### src/rtl/watch_button_ctrl_if.sv
// Button-to-controller bundle: raw board buttons in, conditioned watch commands out.
interface watch_button_ctrl_if;
  logic       btnMode;
  logic       btnReset;
  logic       btnSet;
  logic       btnUp;
  logic       btnNext;
  logic       btnStart;
  logic       btnStop;
  logic [2:0] mode;
  logic       resetTime;
  logic       setValue;
  logic       upTime;
  logic       nextDigit;
  logic       start_resume;
  logic       stop;

  modport master (
    output btnMode, btnReset, btnSet, btnUp, btnNext, btnStart, btnStop,
    input  mode, resetTime, setValue, upTime, nextDigit, start_resume, stop
  );

  modport slave (
    input  btnMode, btnReset, btnSet, btnUp, btnNext, btnStart, btnStop,
    output mode, resetTime, setValue, upTime, nextDigit, start_resume, stop
  );
endinterface

### src/rtl/watch_button_ctrl.sv
// Button conditioner: synchronise, debounce and edge-detect seven buttons, then
// turn presses into registered command pulses, a wrapping mode and up auto-repeat.
module watch_button_ctrl #(
  parameter int DEBOUNCE_CYCLES = 4,
  parameter int REPEAT_DELAY    = 16,
  parameter int REPEAT_RATE     = 4,
  parameter int NUM_MODES       = 5
) (
  input logic                clk,
  input logic                reset,
  watch_button_ctrl_if.slave bus
);

  localparam int NB      = 7;
  localparam int B_MODE  = 0;
  localparam int B_RST   = 1;
  localparam int B_SET   = 2;
  localparam int B_UP    = 3;
  localparam int B_NEXT  = 4;
  localparam int B_START = 5;
  localparam int B_STOP  = 6;

  localparam int CNT_W   = $clog2(DEBOUNCE_CYCLES);
  localparam int TMR_MAX = (REPEAT_DELAY > REPEAT_RATE) ? REPEAT_DELAY : REPEAT_RATE;
  localparam int TMR_W   = (TMR_MAX > 1) ? $clog2(TMR_MAX) : 1;

  localparam logic [CNT_W-1:0] CNT_LAST  = CNT_W'(DEBOUNCE_CYCLES - 1);
  localparam logic [TMR_W-1:0] DLY_LAST  = TMR_W'(REPEAT_DELAY - 1);
  localparam logic [TMR_W-1:0] RATE_LAST = TMR_W'(REPEAT_RATE - 1);
  localparam logic [2:0]       MODE_LAST = 3'(NUM_MODES - 1);

  typedef enum logic [1:0] {IDLE, DELAY, REPEAT} rpt_state_t;

  logic [NB-1:0]    raw;
  logic [NB-1:0]    sync_p0;
  logic [NB-1:0]    sync_p1;
  logic [NB-1:0]    stable;
  logic [NB-1:0]    stable_q;
  logic [CNT_W-1:0] cnt [NB];

  rpt_state_t       state;
  logic [TMR_W-1:0] timer;
  logic [2:0]       mode_q;
  logic             set_q;
  logic             up_q;
  logic             next_q;
  logic             start_q;
  logic             stop_q;

  logic press_mode;
  logic press_set;
  logic press_up;
  logic press_next;
  logic press_start;
  logic press_stop;

  assign raw = {bus.btnStop, bus.btnStart, bus.btnNext, bus.btnUp,
                bus.btnSet, bus.btnReset, bus.btnMode};

  assign press_mode  = stable[B_MODE]  & ~stable_q[B_MODE];
  assign press_set   = stable[B_SET]   & ~stable_q[B_SET];
  assign press_up    = stable[B_UP]    & ~stable_q[B_UP];
  assign press_next  = stable[B_NEXT]  & ~stable_q[B_NEXT];
  assign press_start = stable[B_START] & ~stable_q[B_START];
  assign press_stop  = stable[B_STOP]  & ~stable_q[B_STOP];

  always_ff @(posedge clk) begin
    if (reset) begin
      sync_p0  <= '0;
      sync_p1  <= '0;
      stable   <= '0;
      stable_q <= '0;
      for (int i = 0; i < NB; i++) cnt[i] <= '0;
      state    <= IDLE;
      timer    <= '0;
      mode_q   <= '0;
      set_q    <= 1'b0;
      up_q     <= 1'b0;
      next_q   <= 1'b0;
      start_q  <= 1'b0;
      stop_q   <= 1'b0;
    end else begin
      // stage p0/p1: two-flop synchroniser, then debounce against the accepted level
      sync_p0  <= raw;
      sync_p1  <= sync_p0;
      stable_q <= stable;
      for (int i = 0; i < NB; i++) begin
        if (sync_p1[i] == stable[i]) begin
          cnt[i] <= '0;
        end else if (cnt[i] == CNT_LAST) begin
          stable[i] <= sync_p1[i];
          cnt[i]    <= '0;
        end else begin
          cnt[i] <= cnt[i] + 1'b1;
        end
      end

      // stage p2: registered commands; a mode press wins over set/up/next, stop over start
      if (press_mode) mode_q <= (mode_q == MODE_LAST) ? 3'd0 : mode_q + 3'd1;
      set_q   <= press_set  & ~press_mode;
      next_q  <= press_next & ~press_mode;
      stop_q  <= press_stop;
      start_q <= press_start & ~press_stop;

      up_q <= 1'b0;
      if (press_mode) begin
        state <= IDLE;
        timer <= '0;
      end else begin
        case (state)
          IDLE: begin
            if (press_up) begin
              up_q  <= 1'b1;
              state <= DELAY;
              timer <= '0;
            end
          end
          DELAY: begin
            if (!stable[B_UP]) begin
              state <= IDLE;
            end else if (timer == DLY_LAST) begin
              up_q  <= 1'b1;
              state <= REPEAT;
              timer <= '0;
            end else begin
              timer <= timer + 1'b1;
            end
          end
          REPEAT: begin
            if (!stable[B_UP]) begin
              state <= IDLE;
            end else if (timer == RATE_LAST) begin
              up_q  <= 1'b1;
              timer <= '0;
            end else begin
              timer <= timer + 1'b1;
            end
          end
          default: state <= IDLE;
        endcase
      end
    end
  end

  assign bus.mode         = mode_q;
  assign bus.resetTime    = stable_q[B_RST];
  assign bus.setValue     = set_q;
  assign bus.upTime       = up_q;
  assign bus.nextDigit    = next_q;
  assign bus.start_resume = start_q;
  assign bus.stop         = stop_q;

endmodule

### src/flat_wrapper.sv
// flat-port wrapper written by rule: the top's interface ports become plain ports
module watch_button_ctrl_flat 
#(
  parameter int DEBOUNCE_CYCLES = 4,
  parameter int REPEAT_DELAY    = 16,
  parameter int REPEAT_RATE     = 4,
  parameter int NUM_MODES       = 5
)
  (clk, reset, bus_btnMode, bus_btnReset, bus_btnSet, bus_btnUp, bus_btnNext, bus_btnStart, bus_btnStop, bus_mode, bus_resetTime, bus_setValue, bus_upTime, bus_nextDigit, bus_start_resume, bus_stop);
  watch_button_ctrl_if bus_i ();
  input logic clk;
  input logic reset;
  input wire logic [$bits(bus_i.btnMode)-1:0] bus_btnMode;
  input wire logic [$bits(bus_i.btnReset)-1:0] bus_btnReset;
  input wire logic [$bits(bus_i.btnSet)-1:0] bus_btnSet;
  input wire logic [$bits(bus_i.btnUp)-1:0] bus_btnUp;
  input wire logic [$bits(bus_i.btnNext)-1:0] bus_btnNext;
  input wire logic [$bits(bus_i.btnStart)-1:0] bus_btnStart;
  input wire logic [$bits(bus_i.btnStop)-1:0] bus_btnStop;
  output wire logic [$bits(bus_i.mode)-1:0] bus_mode;
  output wire logic [$bits(bus_i.resetTime)-1:0] bus_resetTime;
  output wire logic [$bits(bus_i.setValue)-1:0] bus_setValue;
  output wire logic [$bits(bus_i.upTime)-1:0] bus_upTime;
  output wire logic [$bits(bus_i.nextDigit)-1:0] bus_nextDigit;
  output wire logic [$bits(bus_i.start_resume)-1:0] bus_start_resume;
  output wire logic [$bits(bus_i.stop)-1:0] bus_stop;
  assign bus_i.btnMode = bus_btnMode;
  assign bus_i.btnReset = bus_btnReset;
  assign bus_i.btnSet = bus_btnSet;
  assign bus_i.btnUp = bus_btnUp;
  assign bus_i.btnNext = bus_btnNext;
  assign bus_i.btnStart = bus_btnStart;
  assign bus_i.btnStop = bus_btnStop;
  assign bus_mode = bus_i.mode;
  assign bus_resetTime = bus_i.resetTime;
  assign bus_setValue = bus_i.setValue;
  assign bus_upTime = bus_i.upTime;
  assign bus_nextDigit = bus_i.nextDigit;
  assign bus_start_resume = bus_i.start_resume;
  assign bus_stop = bus_i.stop;
  watch_button_ctrl #(.DEBOUNCE_CYCLES(DEBOUNCE_CYCLES), .REPEAT_DELAY(REPEAT_DELAY), .REPEAT_RATE(REPEAT_RATE), .NUM_MODES(NUM_MODES)) u_core (.clk(clk), .reset(reset), .bus(bus_i));
endmodule
### config.mk
export PLATFORM = sky130hd
export DESIGN_NAME = watch_button_ctrl_flat
export DESIGN_NICKNAME = d
export VERILOG_FILES = /design/src/rtl/watch_button_ctrl_if.sv /design/src/rtl/watch_button_ctrl.sv /design/src/flat_wrapper.sv
export SDC_FILE = /design/constraint.sdc
export NUM_CORES = 1
export LEC_CHECK = 0
export BUFFER_PORTS_ARGS = -buffer_cell sky130_fd_sc_hd__clkbuf_2
export CAP_MARGIN = 10
export CORE_MARGIN = 3
export CORE_UTILIZATION = 60
export DETAILED_ROUTE_END_ITERATION = 8
export HOLD_SLACK_MARGIN = 0.06
export PLACE_DENSITY = 0.8
export SYNTH_ARGS = -nofsm -noshare
export SYNTH_HDL_FRONTEND = slang
export SYNTH_SLANG_ARGS = --single-unit
export TNS_END_PERCENT = 100
### constraint.sdc
create_clock -name clk -period 4.81 [get_ports clk]
set_input_delay 0.962 -clock clk [delete_from_list [all_inputs] [get_ports clk]]
set_output_delay 0.962 -clock clk [all_outputs]
set_load 0.02 [all_outputs]
Word-level counts from Yosys, hierarchy flattened:

Memory sizes are Yosys's and may differ from the RTL's.
Index checks and enable logic that the tools add are counted.

* flip-flop bits (word level): 42
* bits in writable memories: 14
* input port bits: 9
* output and inout port bits: 9
* logic and storage cells: 227
* memories: 1

* add/sub/neg operators: 9
* equality and inequality tests: 24
* multiplexer cells: 118
* bitwise gates (word level): 45
* reductions and logical operators: 12

Memories
* u_core.cnt: words 7, width 2, read ports 7, clocked after Yosys merged registers in 0, write ports 7, line watch_button_ctrl.sv:39 `logic [CNT_W-1:0] cnt [NB];`

Operator list (number)
* 1-bit 2-to-1 mux: 84
* 2-bit 2-to-1 mux: 25
* 1-bit OR: 21
* 4-bit 2-to-1 mux: 5
* 2-bit equality test (second input constant): 8
* 1-bit inverter: 15
* 2-bit by 1-bit adder with 2-bit output (second input constant): 7
* 2-bit AND reduction: 7
* 4-bit case mux with 3 select lines: 1
* 1-bit AND: 9
* 1-bit equality test: 7
* 2-bit by 1-bit != test with 1-bit output (second input constant): 3
* 2-bit case mux with 3 select lines: 1
* 4-bit by 1-bit adder with 4-bit output (second input constant): 1
* 4-bit by 2-bit equality test with 1-bit output (second input constant): 1
* 4-bit equality test (second input constant): 1
* 4-bit AND reduction: 1
* 3-bit by 1-bit adder with 3-bit output (second input constant): 1
* 3-bit equality test (second input constant): 1
* 3-bit 2-to-1 mux: 1
* 3-bit != test (second input constant): 1
* 1-bit case mux with 3 select lines: 1
* 3-bit AND reduction: 1
* 3-bit nonzero test: 1
* other kinds (4): 4

Logic depth before layout (Yosys ltp):

Gate-level depths: netlist (run 1).

* word-level depth: 7
* mapped depth: 6

Least setup slack after synthesis (run 1):

Ideal clock, no wire load.

* kind: in2reg
* start point: input port reset
* end point: memory u_core.cnt[0][0] (netlist name) (data pin)
* library setup time: 0.139 ns
* arrival time: 1.549 ns
* data required time: 4.671 ns
* path slack: 3.122 ns
* stages: 3
* path buffers: 1
* cells stage by stage: clkbuf_1 or3_1 nor2_1

RTL lines
* start: declaration: line flat_wrapper.sv:12 `input logic reset;`
* end: declaration: line watch_button_ctrl.sv:39

Final worst setup path (run 1):

* start point: input port reset
* end point: register u_core.up_q, in the netlist u_core.bus.upTime

* word-level cells in the longest chain between the ends: 1

RTL lines
* 2-bit OR reduction (no line)
* end signal: assignment: line watch_button_ctrl.sv:78 `up_q <= 1'b0;`
* end signal: assignment: line watch_button_ctrl.sv:105 `up_q <= 1'b0;`
* end signal: assignment: line watch_button_ctrl.sv:113 `up_q <= 1'b1;`
* end: declaration: line watch_button_ctrl.sv:45 `logic up_q;`

No other way between the ends.
A chain may end at the register's enable or synchronous reset.

==> results_dict.tcl, run 1 <==
set metrics [dict create \
    n_antenna_cell 0 \
    cts_buffers 5 \
    ys_types 35 \
    clk_pin_slew_ps 90 \
    syn_area_um2 2285 \
    grt_pass1_wl_mm 5.982 \
    nets 265 \
    cts_sinks 56 \
    syn_to_final_growth_pct 11.50 \
    reg2reg_slack_ps 3050 \
    worstReg2RegStart "u_core.state[0]$_SDFFE_PP0P_" \
    worst_setup_path_start_kind "primary input" \
    drive_above_1_share_pct 14.11 \
    fin_total_pwr_w 0.0008037 \
    synthCells 208 \
    rsz0062_at_grt "no" \
    initial_core_util_pct 65.38 \
    drt_iter0_drc 152 \
    grt-ovfl-total 0 \
    grtUsageTotal_pct 17.72 \
    placed_area_um2 2457 \
    core_um2 3495 \
    tightestPinTransition_ps 690.1 \
    met3_usage_pct 4.493 \
    maxCapViolCount 0 \
    fmax_ghz 0.5167 \
    worstPathMaxFanout 40 \
    postCtsSetupBuffers 0 \
    startpoint "reset" \
    ys_ff_latch 56 \
    cts_tree "built" \
    hold_ws_ps 392.2 \
    num_vias 1439 \
    ys_warn_count 0 \
    dieArea_um2 4584 \
    slowest_stage "nand2b_1" \
    end_kind "register" \
    routed_wl_mm 3.296 \
    dieHeight_um 67.71 \
    wl_per_cell_um 11.48 \
    cts_max_level 2 \
    dr.pass1.iters 5 \
    power.leakage_nw 1.044 \
    use_met1_pct 20.24 \
    min_path_type "reg -> reg" \
    grt_max_degree 41 \
    finalSetupTns_ps 0 \
    n_fill_cell 248 \
    grt_pass1_vias 1399 \
    cts-root-buf "clkbuf_8" \
    ant_nets 0 \
    cp.required_ps 5030 \
    final_util_pct 72.90 \
    fin_crit_sh_pct 40.23 \
    portBuffers 17 \
    final_hold_viol_count 0 \
    critical_path_class "in -> reg" \
    die_w_um 67.71 \
    ir_drop_mv 0.2499 \
    status "complete, no violations" \
    yosysSeqAreaShare_pct 55.20 \
    setup_viol 0 \
    powerDensity_nw_per_um2 315.5 \
    grt.met2_usage_pct 30.74 \
    worstSetupEndpoint "u_core.bus.upTime$_SDFF_PP0_" \
    cts-resized-gates 0 \
    grt-busiest-layer "met2" \
    vias_per_cell 5.014 \
    fin_area_um2 2547 \
    slew_viol_final 0 \
    rr_worst_depth 6 \
    num_rows 21 \
    io-pin-count 18 \
    skew_ps 4.575 \
    worstPathArrival_ps 2150 \
    drc 0 \
    r2r-end "u_core.timer[2]$_SDFFE_PP0P_" \
    ctsHoldBuffers 0 \
    path_cells "clkbuf_2, nand2b_1, nor4b_2" \
    routabilityCongestion 0.7820 \
    antenna_found_initial 0 \
    fin_crit_ps 1935 \
    dp_hpwl_mm 2.519 \
    cts.path.max_buffers 2 \
    slew_headroom_pct 53.99 \
    synth_area_per_cell_um2 10.98 \
    max_stage_delay_ps 470 \
    clkLatencyLatePin_ps 300 \
]
## cells in the final DEF (no fill, tap or decap), drive strengths merged
cell type / n
dfxtp: 42
nor2: 29
clkbuf: 22
nor2b: 20
ha: 16
edfxtp: 14
conb: 14
inv: 14
mux2i: 9
a21oi: 8
or3: 8
xnor2: 7
o21ai: 5
nand3: 5
nand2: 4
nand2b: 4
nor3: 3
nor3b: 2
or3b: 2
nor4b: 2
a21bo: 1
a21o: 1
and4b: 1
nand3b: 1
a2bb2oi: 1
a32oi: 1
a31oi: 1
a22oi: 1
o21bai: 1
clkinvlp: 1
clkinv: 1
## worst min-delay path by stage
stage                                        startpoint                                 end  slack, ps  cells past startpoint
after global routing      u_core.stable_q[5]$_SDFF_PP0_  u_core.bus.start_resume$_SDFF_PP0_        400                      1
after detailed placement  u_core.stable_q[5]$_SDFF_PP0_  u_core.bus.start_resume$_SDFF_PP0_        380                      1
after global placement    u_core.stable_q[5]$_SDFF_PP0_  u_core.bus.start_resume$_SDFF_PP0_        370                      1
after CTS                 u_core.stable_q[5]$_SDFF_PP0_  u_core.bus.start_resume$_SDFF_PP0_        400                      1
final                     u_core.stable_q[5]$_SDFF_PP0_  u_core.bus.start_resume$_SDFF_PP0_        390                      1
after floorplan           u_core.stable_q[5]$_SDFF_PP0_  u_core.bus.start_resume$_SDFF_PP0_        370                      1
## critical path: cells and delay by family
family	cells	cell delay, ps
AND/OR/NAND/NOR	2	790
buffers and inverters	1	400
## per-layer routing
layer  routed length, um  vias to the layer above
met5                   0                        -
met3                 126                        6
met4                  62                        0
li1                    -                      744
met1                1451                      668
met2                1656                       21
## Yosys cell counts
master,number,share of area [%]
conb_1,1,0.16
nand2_1,4,0.66
a2bb2oi_2,1,0.66
nor2_1,29,4.8
nand3_2,1,0.44
nor4b_2,1,0.66
a21o_1,1,0.33
dfxtp_1,42,37
nor3_1,1,0.22
a31oi_1,1,0.27
a22oi_1,1,0.33
nor4b_1,1,0.38
nor3_2,2,0.88
o21ai_0,4,0.88
inv_1,13,2.1
xnor2_1,7,2.7
ha_1,16,8.8
and4b_4,1,0.60
a32oi_1,1,0.38
or3_1,7,1.9
or3b_1,2,0.77
mux2i_1,9,3.9
a21oi_1,7,1.5
nor2b_1,20,5.5
a21bo_2,1,0.44
a21oi_4,1,0.71
nor3b_1,2,0.66
nand3_1,4,0.88
edfxtp_1,14,18
or3_4,1,0.49
nand2b_1,4,1.1
clkbuf_1,5,0.82
o21ai_1,1,0.22
nand3b_1,1,0.33
o21bai_1,1,0.33
## per-stage QoR
stage,cells,worst slack (ps)
floorplan,221,3122
global placement,279,2636
detailed placement,279,2539
CTS,287,2858
global route,287,2703
finish,287,2875
## sequential cells by signal, summed over array words and instances, names as in the netlist
register / count
u_core.timer: 4
u_core.sync_p0: 7
u_core.stable: 7
u_core.sync_p1: 7
u_core.bus.start_resume: 1
u_core.bus.setValue: 1
u_core.bus.upTime: 1
u_core.cnt: 14
u_core.stable_q: 7
u_core.state: 2
u_core.bus.stop: 1
u_core.bus.mode: 3
u_core.bus.nextDigit: 1
## logic make-up (layout without fill, tap and decap cells)
| family | after synthesis | count (layout) | share of synthesized area, % |
|---|---|---|---|
| and+or+nand+nor | 81 | 81 | 20.21 |
| DFF | 56 | 56 | 55.20 |
| AOI/OAI and AO/OA | 20 | 20 | 6.079 |
| buffers and inverters | 18 | 38 | 2.958 |
| adders and majority gates | 16 | 16 | 8.762 |
| muxes | 9 | 9 | 3.943 |
| xor gates and xnor gates | 7 | 7 | 2.684 |
| other | 1 | 14 | 0.1641 |
## final cells by class
| cell class | count | area, um^2 | share of cell area [%] |
|---|---|---|---|
| sequential | 56 | 1261 | 49.51 |
| tap | 46 | 57.56 | 2.259 |
| timing repair buffer | 17 | 85.08 | 3.340 |
| inverter | 13 | 48.80 | 1.916 |
| clock inverter | 3 | 21.27 | 0.8350 |
| multi-input combinational | 147 | 1005 | 39.44 |
| clock buffer | 5 | 68.82 | 2.701 |
## where the power goes
group          switching, W  leakage, nW  internal [W]
combinational     0.0000297        0.514     0.0000233
clock              0.000145       0.0445      0.000103
sequential       0.00000705        0.486      0.000495
total              0.000182         1.04      0.000622
Power figures use the tool's default switching activity.
==> run 2: changes to the inputs <==
--- a/config.mk
+++ b/config.mk
@@ -8,10 +8,10 @@
 export BUFFER_PORTS_ARGS = -buffer_cell sky130_fd_sc_hd__clkbuf_2
 export CAP_MARGIN = 10
 export CORE_MARGIN = 3
-export CORE_UTILIZATION = 60
+export CORE_UTILIZATION = 52
 export DETAILED_ROUTE_END_ITERATION = 8
 export HOLD_SLACK_MARGIN = 0.06
-export PLACE_DENSITY = 0.8
+export PLACE_DENSITY = 0.73
 export SYNTH_ARGS = -nofsm -noshare
 export SYNTH_HDL_FRONTEND = slang
 export SYNTH_SLANG_ARGS = --single-unit
==> constraint.sdc (replaced) <==
create_clock -name clk -period 1.64 [get_ports clk]
set_input_delay 0.328 -clock clk [delete_from_list [all_inputs] [get_ports clk]]
set_output_delay 0.328 -clock clk [all_outputs]
set_load 0.02 [all_outputs]
==> run 2 against run 1 <==
Net effect:
- die area increased by 14%
- cell count increased by 4.2%
- count of clock-buffer cells in the layout increased by 2
- power increased to 3.0 times the previous value
- sequential share of layout area decreased by 1.3 points
- via count decreased by 0.83%
- non-clock buffer count increased by 8
- register-to-register slack got worse by 3000 ps
- critical endpoint is now u_core.state[0]$_SDFFE_PP0P_
- highest routed layer unchanged
==> results_dict.tcl, run 2 (synthesis gave the netlist of run 1 again) <==
set metrics [dict create \
    io-pin-count 18 \
    setup_viol 0 \
    rsz0062_at_grt "yes" \
    hold_path_depth 2 \
    antenna_found_initial 0 \
    cts-root-buf "clkbuf_8" \
    dp_hpwl_mm 2.330 \
    placed_area_um2 2522 \
    vias_per_cell 4.773 \
    slew_viol_final 0 \
    routed_wl_mm 3.219 \
    postCtsSetupBuffers 0 \
    ctsHoldBuffers 0 \
    n_antenna_cell 0 \
    drt_iter0_drc 42 \
    rr_worst_depth 6 \
    fin_area_um2 2624 \
    cts_buffers 5 \
    drc 0 \
    final_common_cell "dfxtp_1" \
    slowest_stage "and4b_4" \
    worstPathMaxFanout 6 \
    end_kind "register" \
    grt_pass1_vias 1328 \
    power.leakage_nw 1.080 \
    switching_share_pct 22.59 \
    dp_cells 291 \
    maxCapViolCount 0 \
    top_register "u_core.cnt" \
    min_path_type "in -> reg" \
    cts.path.max_buffers 2 \
    min_from "bus_btnMode" \
    p_seq_share_pct 61.7 \
    finalSetupTns_ps 0 \
    cp.required_ps 1820 \
    syn_to_final_growth_pct 14.84 \
    cp_top_family "simple AND/OR/NAND/NOR gates" \
    clkLatencyLatePin_ps 310 \
    wl_per_cell_um 10.77 \
    num_vias 1427 \
    final_hold_viol_count 0 \
    grt_max_degree 18 \
    fmax_ghz 0.6394 \
    critical_path_class "reg -> reg" \
    initial_core_util_pct 55.52 \
    max_stage_delay_ps 360 \
    cts_max_level 2 \
    largest_reg_flops 14 \
    fin_crit_sh_pct 95.37 \
    path_cells "inv_1, ha_2, and4b_4, a2bb2oi_2, mux2i_1, nor2_1" \
    pwr-share-clk_pct 30.9 \
    die_w_um 72.29 \
    ir_drop_mv 0.5311 \
    grt_pass1_wl_mm 5.706 \
    portBuffers 17 \
    n_fill_cell 343 \
    fin_crit_ps 1564 \
    reg2reg_slack_ps 80 \
    skew_ps 7.452 \
    nets 273 \
    dr.pass1.iters 4 \
    core_um2 4115 \
    switchingPower_w 0.0005389 \
    cts_sinks 56 \
    clk_pin_slew_ps 100 \
    power_frac_comb_pct 7.4 \
    drive_above_1_share_pct 18.07 \
    dieHeight_um 72.29 \
    worst_setup_path_start_kind "register" \
    status "complete, no violations" \
    r2r-end "u_core.state[0]$_SDFFE_PP0P_" \
    ant_nets 0 \
    p_int_w 0.001846 \
    tightestPinTransition_ps 485.6 \
    powerDensity_nw_per_um2 909.0 \
    grtUsageTotal_pct 14.11 \
    worstPathArrival_ps 1750 \
    multiInputGateArea_um2 1018 \
    grt-ovfl-total 0 \
    cts_tree "built" \
    slew_headroom_pct 67.17 \
    final_cell_mix "dfxtp_1 (40), nor2_1 (28), nor2b_1 (20)" \
    dieArea_um2 5225 \
    num_rows 23 \
    seqCellArea_um2 1264 \
    worstReg2RegStart "u_core.state[0]$_SDFFE_PP0P_" \
    worstHoldEndpoint "u_core.sync_p0[0]$_SDFF_PP0_" \
    cts-resized-gates 0 \
    cp_num_buf_inv 1 \
    final_cells 299 \
    routabilityCongestion 0.8229 \
]
run 2: area by class of cell:
class	count	share of cell area, %
flip-flops and latches	56	48.16
multi-input cells	147	38.82
repair buffers	25	5.532
clock buffers	7	2.909
well taps	50	2.384
inverters	13	1.860
clock inverters	1	0.3338
run 2: how the worst max path moves through the flow:
stage,from,end,slack [ps],cells past startpoint
6_report,u_core.state[0]$_SDFFE_PP0P_,u_core.state[0]$_SDFFE_PP0P_,80,6
5_1_grt,u_core.state[0]$_SDFFE_PP0P_,u_core.timer[3]$_SDFFE_PP0P_,-20,6
4_1_cts,u_core.state[0]$_SDFFE_PP0P_,u_core.timer[2]$_SDFFE_PP0P_,2,6
3_5_place_dp,u_core.state[0]$_SDFFE_PP0P_,u_core.timer[2]$_SDFFE_PP0P_,20,6
3_3_place_gp,u_core.state[0]$_SDFFE_PP0P_,u_core.timer[2]$_SDFFE_PP0P_,60,6
2_1_floorplan,u_core.state[0]$_SDFFE_PP0P_,u_core.timer[2]$_SDFFE_PP0P_,40,6
run 2: power by group through the flow:
stage               registers, W  clock network, W  logic (W)
finish                   0.00147          0.000737   0.000176
global route             0.00148          0.000819   0.000202
CTS                      0.00147          0.000768   0.000175
detailed placement       0.00150                 0   0.000174
global placement         0.00150                 0   0.000171
floorplan                0.00150                 0   0.000122
run 2: layer usage:
| metal | GRT usage (%) | part of all wire, % | routed length, um |
|---|---|---|---|
| met4 | 6.263 | 1.9 | 62 |
| met2 | 21.74 | 44 | 1408 |
| met5 | 0 | 0 | 0 |
| met3 | 4.709 | 3.8 | 122 |
| met1 | 18.02 | 51 | 1626 |
run 2: stage by stage:
stage	total power, W	hold slack, ps	worst slack [ps]	utilization [%]
floorplan	0.001624	368.2	35.06	-
global placement	0.001672	371.9	56.03	61.30
detailed placement	0.001677	374.6	19.07	61.30
CTS	0.002414	211.4	2.434	63.36
global route	0.002498	228.7	-15.23	63.76
finish	0.002385	222.5	76.00	63.76
